File: src/rtl/time_set_ctrl.sv
// time_set_ctrl: button-driven HH:MM time-set sequencer for the real-time clock
//
// Ports:
//   CLK, RST                  clock, asynchronous active-high reset
//   BTN_MODE, BTN_INC         raw push-buttons (high = pressed)
//   TICK                      2 Hz one-cycle enable (blink, timeout, repeat rate)
//   CUR_HRM..CUR_MINL         live BCD time from the clock counter
//   LOAD                      one-cycle strobe loading LD_* into the clock counter
//   LD_HRM..LD_MINL           BCD edit registers
//   BLINK_HR, BLINK_MIN       blank the field under edit this cycle
//   MODE                      FSM state: RUN=00 SET_HR=01 SET_MIN=10 COMMIT=11
//
// Optional build macro TSET_AUTOREPEAT_EN: holding INC in an edit state
// auto-increments on every TICK once it has been held for REP_TICKS TICKs.
module time_set_ctrl #(
    parameter int DEB_CYCLES    = 16,
    parameter int TIMEOUT_TICKS = 20
`ifdef TSET_AUTOREPEAT_EN
    , parameter int REP_TICKS   = 2
`endif
) (
    input  logic       CLK,
    input  logic       RST,
    input  logic       BTN_MODE,
    input  logic       BTN_INC,
    input  logic       TICK,
    input  logic [3:0] CUR_HRM,
    input  logic [3:0] CUR_HRL,
    input  logic [3:0] CUR_MINM,
    input  logic [3:0] CUR_MINL,
    output logic       LOAD,
    output logic [3:0] LD_HRM,
    output logic [3:0] LD_HRL,
    output logic [3:0] LD_MINM,
    output logic [3:0] LD_MINL,
    output logic       BLINK_HR,
    output logic       BLINK_MIN,
    output logic [1:0] MODE
);
    typedef enum logic [1:0] {RUN = 2'b00, SET_HR = 2'b01, SET_MIN = 2'b10, COMMIT = 2'b11} state_t;

    localparam int DW = $clog2(DEB_CYCLES + 1);
    localparam int TW = $clog2(TIMEOUT_TICKS + 1);

    logic [1:0] btn;
    logic [1:0] rise;
    assign btn = {BTN_INC, BTN_MODE};

    // Per button: 2-flop synchronizer, then the level only follows the synced
    // input after it has disagreed for DEB_CYCLES consecutive cycles.
    // The press event fires in the same cycle the level rises.
    for (genvar b = 0; b < 2; b++) begin : g_deb
        logic          s1_q, s2_q, lvl_q;
        logic [DW-1:0] cnt_q;
        logic          flip;
        assign flip    = (s2_q != lvl_q) && (cnt_q == DW'(DEB_CYCLES - 1));
        assign rise[b] = flip & s2_q;
        always_ff @(posedge CLK or posedge RST) begin
            if (RST) begin
                s1_q  <= 1'b0;
                s2_q  <= 1'b0;
                lvl_q <= 1'b0;
                cnt_q <= '0;
            end else begin
                s1_q <= btn[b];
                s2_q <= s1_q;
                if (s2_q == lvl_q) begin
                    cnt_q <= '0;
                end else if (flip) begin
                    cnt_q <= '0;
                    lvl_q <= s2_q;
                end else begin
                    cnt_q <= cnt_q + 1'b1;
                end
            end
        end
    end

    state_t        state_q;
    logic          load_q, phase_q;
    logic [TW-1:0] tmo_q;
    logic [3:0]    hrm_q, hrl_q, minm_q, minl_q;

    logic edit, expire, mode_ev, inc_ev;
    assign edit    = (state_q == SET_HR) || (state_q == SET_MIN);
    assign expire  = edit && TICK && (tmo_q == TW'(TIMEOUT_TICKS - 1));
    assign mode_ev = rise[0];

`ifdef TSET_AUTOREPEAT_EN
    localparam int HW = $clog2(REP_TICKS + 2);
    logic [HW-1:0] hold_q;
    logic          held, rep;
    assign held   = edit && g_deb[1].lvl_q;
    assign rep    = held && TICK && (hold_q == HW'(REP_TICKS));
    assign inc_ev = rise[1] | rep;
    always_ff @(posedge CLK or posedge RST) begin
        if (RST)
            hold_q <= '0;
        else if (!held)
            hold_q <= '0;
        else if (TICK && hold_q != HW'(REP_TICKS))
            hold_q <= hold_q + 1'b1;
    end
`else
    assign inc_ev = rise[1];
`endif

    // Copy sanitising: an out-of-range field is replaced by 00.
    logic hr_ok, min_ok;
    assign hr_ok  = (CUR_HRM < 4'd2 && CUR_HRL <= 4'd9) || (CUR_HRM == 4'd2 && CUR_HRL <= 4'd3);
    assign min_ok = (CUR_MINM <= 4'd5) && (CUR_MINL <= 4'd9);

    // BCD increments: hours 00..23, minutes 00..59, no carry between fields.
    logic       hr_top;
    logic [3:0] hrm_inc, hrl_inc, minm_inc, minl_inc;
    assign hr_top   = (hrm_q == 4'd2) && (hrl_q == 4'd3);
    assign hrl_inc  = (hr_top || hrl_q == 4'd9) ? 4'd0 : hrl_q + 4'd1;
    assign hrm_inc  = hr_top ? 4'd0 : (hrl_q == 4'd9 ? hrm_q + 4'd1 : hrm_q);
    assign minl_inc = (minl_q == 4'd9) ? 4'd0 : minl_q + 4'd1;
    assign minm_inc = (minl_q != 4'd9) ? minm_q : (minm_q == 4'd5 ? 4'd0 : minm_q + 4'd1);

    always_ff @(posedge CLK or posedge RST) begin
        if (RST) begin
            state_q <= RUN;
            load_q  <= 1'b0;
            phase_q <= 1'b0;
            tmo_q   <= '0;
            hrm_q   <= 4'd0;
            hrl_q   <= 4'd0;
            minm_q  <= 4'd0;
            minl_q  <= 4'd0;
        end else begin
            load_q <= 1'b0;
            case (state_q)
                RUN: begin
                    if (mode_ev) begin
                        state_q <= SET_HR;
                        tmo_q   <= '0;
                        phase_q <= 1'b0;
                        hrm_q   <= hr_ok ? CUR_HRM : 4'd0;
                        hrl_q   <= hr_ok ? CUR_HRL : 4'd0;
                        minm_q  <= min_ok ? CUR_MINM : 4'd0;
                        minl_q  <= min_ok ? CUR_MINL : 4'd0;
                    end
                end
                SET_HR, SET_MIN: begin
                    // Expiry beats any press; MODE beats INC.
                    if (expire) begin
                        state_q <= RUN;
                        tmo_q   <= '0;
                        phase_q <= 1'b0;
                    end else if (mode_ev) begin
                        state_q <= (state_q == SET_HR) ? SET_MIN : COMMIT;
                        load_q  <= (state_q == SET_MIN);
                        tmo_q   <= '0;
                        phase_q <= 1'b0;
                    end else if (inc_ev) begin
                        tmo_q   <= '0;
                        phase_q <= 1'b0;
                        if (state_q == SET_HR) begin
                            hrm_q <= hrm_inc;
                            hrl_q <= hrl_inc;
                        end else begin
                            minm_q <= minm_inc;
                            minl_q <= minl_inc;
                        end
                    end else if (TICK) begin
                        tmo_q   <= tmo_q + 1'b1;
                        phase_q <= ~phase_q;
                    end
                end
                default: begin
                    state_q <= RUN;
                    tmo_q   <= '0;
                    phase_q <= 1'b0;
                end
            endcase
        end
    end

    assign LOAD      = load_q;
    assign MODE      = state_q;
    assign LD_HRM    = hrm_q;
    assign LD_HRL    = hrl_q;
    assign LD_MINM   = minm_q;
    assign LD_MINL   = minl_q;
    assign BLINK_HR  = (state_q == SET_HR) & phase_q;
    assign BLINK_MIN = (state_q == SET_MIN) & phase_q;
endmodule

File: config.mk
export PLATFORM = sky130hd
export DESIGN_NAME = time_set_ctrl
export DESIGN_NICKNAME = d
export VERILOG_FILES = /design/src/rtl/time_set_ctrl.sv
export SDC_FILE = /design/constraint.sdc
export NUM_CORES = 1
export LEC_CHECK = 0
export BUFFER_PORTS_ARGS = -buffer_cell sky130_fd_sc_hd__buf_2
export CELL_PAD_IN_SITES_DETAIL_PLACEMENT = 1
export CELL_PAD_IN_SITES_GLOBAL_PLACEMENT = 1
export CORE_MARGIN = 2
export CORE_UTILIZATION = 45
export CTS_BUF_LIST = sky130_fd_sc_hd__clkbuf_4 sky130_fd_sc_hd__clkbuf_8
export DETAILED_ROUTE_END_ITERATION = 10
export GPL_TIMING_DRIVEN = 0
export PLACE_DENSITY_LB_ADDON = 0.1
export SLEW_MARGIN = 20
export SYNTH_ARGS = -nofsm -noshare
export SYNTH_HDL_FRONTEND = slang
export SYNTH_SLANG_ARGS = --single-unit
File: constraint.sdc
create_clock -name CLK -period 3.8 [get_ports CLK]
set_input_delay 0.57 -clock CLK [delete_from_list [all_inputs] [get_ports CLK]]
set_output_delay 0.57 -clock CLK [all_outputs]
set_load 0.01 [all_outputs]
# Word-level counts from Yosys, hierarchy flattened
# Index checks and enable logic that the tools add are counted.
# word_totals
ff_bits,41
inputBits,21
out_inout_bits,21
elab_cells,141
# classes
add_sub_neg,7
order_cmp,5
n_eq_ne,26
n_mux,58
bitwise,7
n_reduce_logical,22
# op_table
cell,count
$mux W4,30
$mux W5,9
$pmux W4 S2,4
$add A4 B1 Y4 const B,4
$add A5 B1 Y5 const B,3
$ne A2 B2 Y1 const B,7
$reduce_and A7 Y1,2
$eq A4 B2 Y1 const B,3
$reduce_and A6 Y1,2
$eq A5 B4 Y1 const B,2
$pmux W5 S2,1
$mux W1,9
$eq A4 B4 Y1 const B,2
$le A4 B4 Y1 const B,2
$logic_and A1 B1 Y1,8
$reduce_and A2 Y1,4
$mux W2,3
$ne A3 B3 Y1 const B,2
$eq A5 B5 Y1 const B,1
$ne A5 B5 Y1 const B,1
$and A1 B1 Y1,4
$eq A4 B3 Y1 const B,1
$le A4 B2 Y1 const B,1
$le A4 B3 Y1 const B,1
13 further kinds,19

# Longest topological paths before layout
# Gate-level depths: netlist (run 1).
# depth
depth_word,9
ltp_mapped,9
ltp_nobuf,7

# Least setup slack after synthesis (run 1)
# OpenSTA, ideal clock, no wires.
# synth_path
path_type,register to register
start,register state_q[0] (netlist: MODE[0])
end,register hrl_q[2] (netlist: LD_HRL[2])
setup_ns,0.121
arrival_ns,1.940
required_time_ns,3.679
setup_slack_ns,1.739
stages_incl_launch_ff,10
path_buffers,2
synth_period_minus_slack_ns,2.061
cell_sequence,dfrtp_1 inv_1 ha_1 clkbuf_2 inv_2 a211oi_4 a31o_2 buf_4 o21ai_1 a22o_1
# synth_via
elab_chain_len,6
word_cells_on_any_way,15
cone_classes,eq/ne (7); mux (1); reduce/logical (7)
# synth_rtl
item,line,text
start: declaration,79,state_t state_q;
start signal: assignment,153,state_q <= (state_q == SET_HR) ? SET_MIN : COMMIT;
$eq A2 B1 Y1 or $eq A2 B2 Y1 (tied branches),"85, 134, 160",
$logic_or A1 B1 Y1,85,assign edit = (state_q == SET_HR) || (state_q == SET_MIN);
$logic_and A1 B1 Y1 (2 in series),86,assign expire = edit && TICK && (tmo_q == TW'(TIMEOUT_TICKS - 1));
$ne A2 B2 Y1 (no line),--,
$reduce_and A6 Y1 (no line),--,
end signal: assignment,141,hrl_q <= hr_ok ? CUR_HRL : 4'd0;
end signal: assignment,162,hrl_q <= hrl_inc;
end: declaration,82,"logic [3:0] hrm_q, hrl_q, minm_q, minl_q;"
# Several ways; a longest one is shown, not always the timed one.
# A chain may end at the register's enable or synchronous reset.

# Worst setup path after layout (run 1)
# Ends and elaborated chain as after synthesis.

==> results of run 1 <==
[layer usage]
metal	track usage (%)	vias up
met4	6.429	0
met3	4.000	4
met2	35.00	29
met1	26.71	978
li1	-	974
met5	0	-
[placed cells by master, fill, tap and decap left out, drive strengths merged, types with 3 or more instances in the layout]
cell type,synthesis,layout
buf,2,44
dfrtp,41,41
nand2,29,29
inv,14,17
o21ai,14,14
nor2,13,13
ha,11,11
nand3,9,9
a21oi,7,7
mux2i,6,6
xor2,6,6
clkbuf,1,6
a31oi,6,6
and2,5,5
a211oi,5,5
nand4b,4,4
nor3,4,4
o21a,4,4
and3,4,4
mux2,4,4
nand4,3,3
nor3b,3,3
a31o,3,3
nand3b,3,3
nor2b,3,3
o31ai,3,3
o21bai,3,3
[kinds of logic after synthesis]
kind of cell | share of synthesized area [%]
fa+ha+maj | 5.726
flops | 42.69
mux | 4.529
compound gates | 19.47
simple gates | 21.81
xor+xnor | 2.915
buf+inv | 2.863
[sequential cells by signal, indices dropped and copies added, names as in the netlist]
name and count:
tmo_q 5, MODE 2, LOAD 1, g_deb.s2_q 2
g_deb.cnt_q 10, phase_q 1, LD_MINM 4, LD_HRM 4
g_deb.lvl_q 2, g_deb.s1_q 2, LD_HRL 4, LD_MINL 4
[worst paths after layout]
path	start	endpoint	slack, ns	cells after the start
worst max-delay path	MODE[0]	LD_HRL[2]	1.44	9
worst min-delay path	RST	g_deb[1].cnt_q[1]	0.20	2
worst max register to register	MODE[0]	LD_HRL[2]	1.44	9
worst min register to register	g_deb[1].s1_q	g_deb[1].s2_q	0.36	0
max in group asynchronous	RST	LD_MINM[1]	3.13	3
min in group CLK	BTN_MODE	g_deb[0].s1_q	0.36	1
[worst max-delay path: cells and delay by family (launching register included)]
kind,cells,cell delay [ns]
flops,1,0.43
compound gates,4,0.89
fa+ha+maj,1,0.28
buf+inv,4,0.65
[final cells by class]
cell class	instances	area share, %
Inverter	14	1.869
Buffer	3	0.5785
Clock inverter	3	0.9346
Timing Repair Buffer	42	8.011
Multi-Input combinational cell	181	46.55
Sequential cell	41	36.49
Clock buffer	5	2.448
Tap cell	70	3.115
[power breakdown]
group	switching (mW)	total [mW]	leakage, nW	internal [mW]
Clock	0.182	0.318	0.0495	0.137
Sequential	0.0570	0.536	0.530	0.479
Combinational	0.186	0.325	0.736	0.139
==> key figures, run 1 <==
Finish
  • Area Overhead vs Synth: 16.97%
  • Net count, final: 320
  • Register area: 0.001026 mm2
  • Share of layout cells above drive strength 1: 26.99%
  • Area taken by multi-input logic gates: 0.001309 mm2
  • Post-Layout Cell Count: 359
  • Fill cell count: ~640
  • Cell area after layout: 0.002811 mm2
  • Antenna Cells: 0
  • Core Util, Final: 54.70%

STA
  • Count of final setup violators: 0
  • Final Hold Vio Count: 0
  • Period utilisation layout: about 62%
  • Least-Margin Pin Slew: about 0.54 ns
  • Max Clk Rate: 423.3 MHz
  • Minimum clock period: around 2.4 ns
  • RSZ-0062 raised after global routing: no
  • Worst Clk Skew: ~0.0090 ns
  • Slew Limit Fails: 0
  • Slew headroom: 63.43%
  • Final setup TNS: 0 ns
  • Final worst setup slack: 1.438 ns
  • Min Hold Slack: 0.2038 ns

Yosys
  • EDFF count, synth: 0
  • Synthesis Warnings: 0
  • Async SR Flop Fraction: 100.0%
  • Syn nets: 271
  • Post-Synthesis Cells: between 200 and 250
  • Most numerous cell in the Yosys netlist: dfrtp_1
  • Number of synthesized register bits: 41
  • Area contributors post-synth: dfrtp_1 (43%), ha_1 (5.7%), nand2_1 (4.2%)
  • Synth unique cells: 60
  • Sequential element share of the synthesized area: 42.69%
  • Avg Cell Area, Syn: 10.06 um2
  • Most used DFF post-synth: dfrtp_1
  • Post-synth top area share: 42.69%
  • List of most frequent post-synthesis cells: dfrtp_1 (41), nand2_1 (27), inv_1 (13), nor2_1 (13), ha_1 (11)
  • Synth Cell Area: between 0.002 and 0.0025 mm2
  • Area leader, netlist: dfrtp_1

Worst setup path
  • Critical path's slowest cell: dfrtp_1
  • Critical-path cell list: inv_1, ha_1, clkbuf_2, inv_2, a211oi_4, a31o_2, buf_4, o21ai_1, a22o_1
  • Crit path DAT: 2.56 ns
  • Slowest cell delay on critical path: 0.43 ns
  • Crit-path max FO: 10
  • CP startpoint kind: flip-flop
  • Crit end category: flip-flop
  • Critical path class: flip-flop to flip-flop
  • Worst EP required: 4.00 ns

Global routing
  • Gr usage total: 20.66%
  • Total grt overflow: 0
  • Antenna violations before repair: 0
  • First-pass GRT wire length: 9.922 mm
  • Largest net degree at the start of global routing: 29
  • Number of global-route vias before repair: 2078

Floorplan
  • Chip height: 77.09 um
  • Initial cell density of the core: between 40% and 50%
  • Ports: 42
  • Site row count: 26
  • Chip Width: 77.09 um
  • Die area: 0.005942 mm2
  • Core footprint: 0.005140 mm2

Route
  • Highest routed layer: met4
  • Final WL: between 5 and 6 mm
  • DRC violations left: 0
  • Metal2 WL: between 2 and 3 mm
  • DR iter-0 viols: 53
  • Via count: 1985
  • Post-Route M1 WL: 2.657 mm
  • Routed vias/inst: between 5 and 6
  • DR pass1 iterations: 4
  • Routed Antenna Nets: 0
  • Avg WL per Cell: 15.88 um
  • Routed wl met3: 164 um

Clocking
  • Max clock buf depth: 2
  • Clock tree sinks: 41
  • CTS tree: yes
  • Clk_lat worst skew: 0.31 ns
  • TritonCTS buffer count: 5
  • Clock transition at the registers of the reported paths: 0.10 ns
  • # resized after CTS: 0
  • CTS root buf: clkbuf_8
  • H-tree levels: 2
  • CTS Hold Bufs: 0
  • Post-CTS setup buffer count: 0

Run status
  • Outcome: completed

Pwr
  • VDD IR max: roughly 0.25 mV
  • Pwr Total: around 1.2 mW
  • Power per Cell Area: 419.4 mW/mm2
  • Leakage power: between 1 and 1.5 nW

Flow run
  • Max-capacitance violation count: 0

Hold path
  • Worst hold path class: input pin to asynchronous set/reset pin

Placed design
  • Routability cong.: around 0.76
  • Post-Place Cells: 351
  • Placed cell area: between 0.002 and 0.003 mm2
  • HPWL Detailed: 4.228 mm
  • Worst slack at placement: 1.455 ns
  • Number of I/O port buffers: a little over 40
Power figures use the tool's default switching activity.
==> run 2, diff against run 1 <==
--- a/config.mk
+++ b/config.mk
@@ -9,7 +9,7 @@
 export CELL_PAD_IN_SITES_DETAIL_PLACEMENT = 1
 export CELL_PAD_IN_SITES_GLOBAL_PLACEMENT = 1
 export CORE_MARGIN = 2
-export CORE_UTILIZATION = 45
+export CORE_UTILIZATION = 40
 export CTS_BUF_LIST = sky130_fd_sc_hd__clkbuf_4 sky130_fd_sc_hd__clkbuf_8
 export DETAILED_ROUTE_END_ITERATION = 10
 export GPL_TIMING_DRIVEN = 0
==> constraint.sdc (replaced) <==
create_clock -name CLK -period 2.1 [get_ports CLK]
set_input_delay 0.315 -clock CLK [delete_from_list [all_inputs] [get_ports CLK]]
set_output_delay 0.315 -clock CLK [all_outputs]
set_load 0.01 [all_outputs]
==> key figures, run 2 (synthesis results as in run 1) <==
Flow run
  • Max-capacitance violation count: 0 (unchanged)

Finish
  • Antenna Cells: 0 (unchanged)
  • Most common cell after layout, fill and taps aside: buf_2
  • Most flop-heavy register: g_deb.cnt_q (unchanged)
  • Net count, final: 330 (was 320)
  • Share of layout cells above drive strength 1: 31.10% (was 26.99%)
  • Top flop regs: g_deb.cnt_q x10, tmo_q x5 (unchanged)
  • Most frequent cells in the layout: buf_2 (41), dfrtp_1 (40), nand2_1 (27) (was dfrtp_1 (41), buf_2 (41), nand2_1 (27))
  • Post-Layout Cell Count: 374 (was 359)
  • Max reg flops: 10 (unchanged)
  • Area Overhead vs Synth: 23.84% (was 16.97%)

STA
  • Count of final setup violators: 0 (unchanged)
  • Period utilisation layout: 99.06% (was 62.16%)
  • RSZ-0062 raised after global routing: yes (was no)
  • Slew headroom: 69.54% (was 63.43%)
  • Max Clk Rate: 480.7 MHz (was 423.3 MHz)
  • Minimum clock period: 2.080 ns (was 2.362 ns)
  • Min Hold Slack: 0.1219 ns (was 0.2038 ns)
  • Least-Margin Pin Slew: 0.4534 ns (was 0.5435 ns)
  • Slew Limit Fails: 0 (unchanged)
  • Final Hold Vio Count: 0 (unchanged)
  • Worst Clk Skew: 0.01143 ns (was 0.008967 ns)

Route
  • DR iter-0 viols: 80 (was 53)
  • Via count: 2045 (was 1985)
  • Routed Antenna Nets: 0 (unchanged)
  • DR pass1 iterations: 4 (unchanged)
  • Final WL: 6.112 mm (was 5.701 mm)
  • DRC violations left: 0 (unchanged)
  • Avg WL per Cell: 16.34 um (was 15.88 um)
  • Routed vias/inst: 5.468 (was 5.529)

Pwr
  • VDD IR max: 0.3509 mV (was 0.2462 mV)
  • Power per Cell Area: 784.3 mW/mm2 (was 419.4 mW/mm2)
  • Leakage power: 1.382 nW (was 1.316 nW)

Floorplan
  • Chip height: 81.52 um (was 77.09 um)
  • Core footprint: 0.005851 mm2 (was 0.005140 mm2)
  • Initial cell density of the core: 41.08% (was 46.76%)
  • Site row count: 28 (was 26)
  • Die area: 0.006645 mm2 (was 0.005942 mm2)
  • Ports: 42 (unchanged)
  • Chip Width: 81.52 um (was 77.09 um)

Worst setup path
  • CP startpoint kind: flip-flop (unchanged)
  • Reg-to-reg critical path startpoint: MODE[0] (unchanged)
  • Crit path from: MODE[0] (unchanged)
  • Worst EP required: 2.29 ns (was 4.00 ns)
  • Critical-path cell list: inv_1, ha_4, buf_8, inv_4, a211oi_4, a31o_2, buf_6, o21ai_1, a22o_1 (was inv_1, ha_1, clkbuf_2, inv_2, a211oi_4, a31o_2, buf_4, o21ai_1, a22o_1)
  • Crit end category: flip-flop (unchanged)
  • Critical path class: flip-flop to flip-flop (unchanged)
  • Crit path DAT: 2.27 ns (was 2.56 ns)
  • Slowest cell delay on critical path: 0.38 ns (was 0.43 ns)
  • Critical path's slowest cell: dfrtp_2 (was dfrtp_1)
  • Crit-path max FO: 10 (unchanged)

Clocking
  • Clock tree sinks: 41 (unchanged)
  • CTS root buf: clkbuf_8 (unchanged)
  • Clock transition at the registers of the reported paths: 0.09 ns (was 0.10 ns)
  • H-tree levels: 2 (unchanged)
  • CTS tree: yes (unchanged)
  • Clk_lat worst skew: 0.30 ns (was 0.31 ns)
  • TritonCTS buffer count: 5 (unchanged)
  • Max clock buf depth: 2 (unchanged)

Global routing
  • Antenna violations before repair: 0 (unchanged)
  • Total grt overflow: 0 (unchanged)
  • Largest net degree at the start of global routing: 30 (was 29)
  • First-pass GRT wire length: 10.22 mm (was 9.922 mm)
  • Number of global-route vias before repair: 2130 (was 2078)
  • Gr usage total: 19.91% (was 20.66%)

Placed design
  • Post-Place Cells: 356 (was 351)
  • Number of I/O port buffers: 41 (unchanged)
  • Routability cong.: 0.7371 (was 0.7647)
  • HPWL Detailed: 4.347 mm (was 4.228 mm)

Run status
  • Outcome: completed (unchanged)

Hold path
  • Worst hold path class: input pin to flip-flop (was input pin to asynchronous set/reset pin)
  • Worst hold start: BTN_INC
[run 2: cell types whose count changed in the layout (fill, tap and decap cells not counted), sizes merged]
| cell | delta |
|---|---|
| inv | -3 |
| bufinv | +1 |
| clkinvlp | +1 |
| buf | +10 |
| dlygate4sd3 | +1 |
[run 2: where the power goes]
group | internal (mW) | switching [mW] | leakage, nW | total (mW)
sequential | 0.866 | 0.102 | 0.529 | 0.968
clock | 0.387 | 0.300 | 0.0574 | 0.687
combinational | 0.301 | 0.378 | 0.796 | 0.679
[run 2: area by class of cell]
type / count / area, um2
clock buffers: 6 / 82.58
inverters: 14 / 55.05
well taps: 75 / 93.84
flip-flops and latches: 41 / 1027
repair buffers: 52 / 302.8
plain buffers: 3 / 30.03
clock inverters: 2 / 37.54
multi-input cells: 181 / 1348
fillers: 677 / 2874
[run 2: timing repair]
item,CTS,global route
resized for setup,5,8
hold buffers,1,0
endpoints found under the hold margin,12,0
setup buffers,4,5
pin swaps,3,5
setup endpoints to repair,19,11
[run 2: worst max-delay path, delay by kind of cell (launching register included)]
family / cells / cell delay [ns]
compound gates: 4 / 0.88
fa+ha+maj: 1 / 0.28
buf+inv: 4 / 0.44
flops: 1 / 0.38
[run 2: path summary, 6_finish.rpt]
check	end	slack, ns	cells after the start
max in group asynchronous	MODE[0]	1.14	4
worst min register to register	g_deb[0].s2_q	0.35	0
worst max-delay path	LD_HRL[2]	0.02	9
min in group asynchronous	LD_HRM[2]	0.51	3
worst min-delay path	g_deb[1].s1_q	0.12	1
worst max register to register	LD_HRL[2]	0.02	9
[run 2: metal layers]
metal  track usage (%)  routed length (um)
met1             26.34                2858
met4             5.424                  68
met2             32.95                3019
met3             4.286                 167
met5                 0                   0
[run 2: stage by stage]
stage               power [mW]  worst slack (ns)  util (%)  area [um2]  setup TNS, ns
detailed placement       1.590           -0.2721     46.54        2723         -2.223
global route             2.477          -0.08469     50.88        2977        -0.3865
CTS                      2.322           0.01373     49.57        2900              0
global placement         1.559           -0.2572     46.19        2703         -1.945
finish                   2.334           0.01967     50.88        2977              0
floorplan                1.381           0.03927         -        2404              0
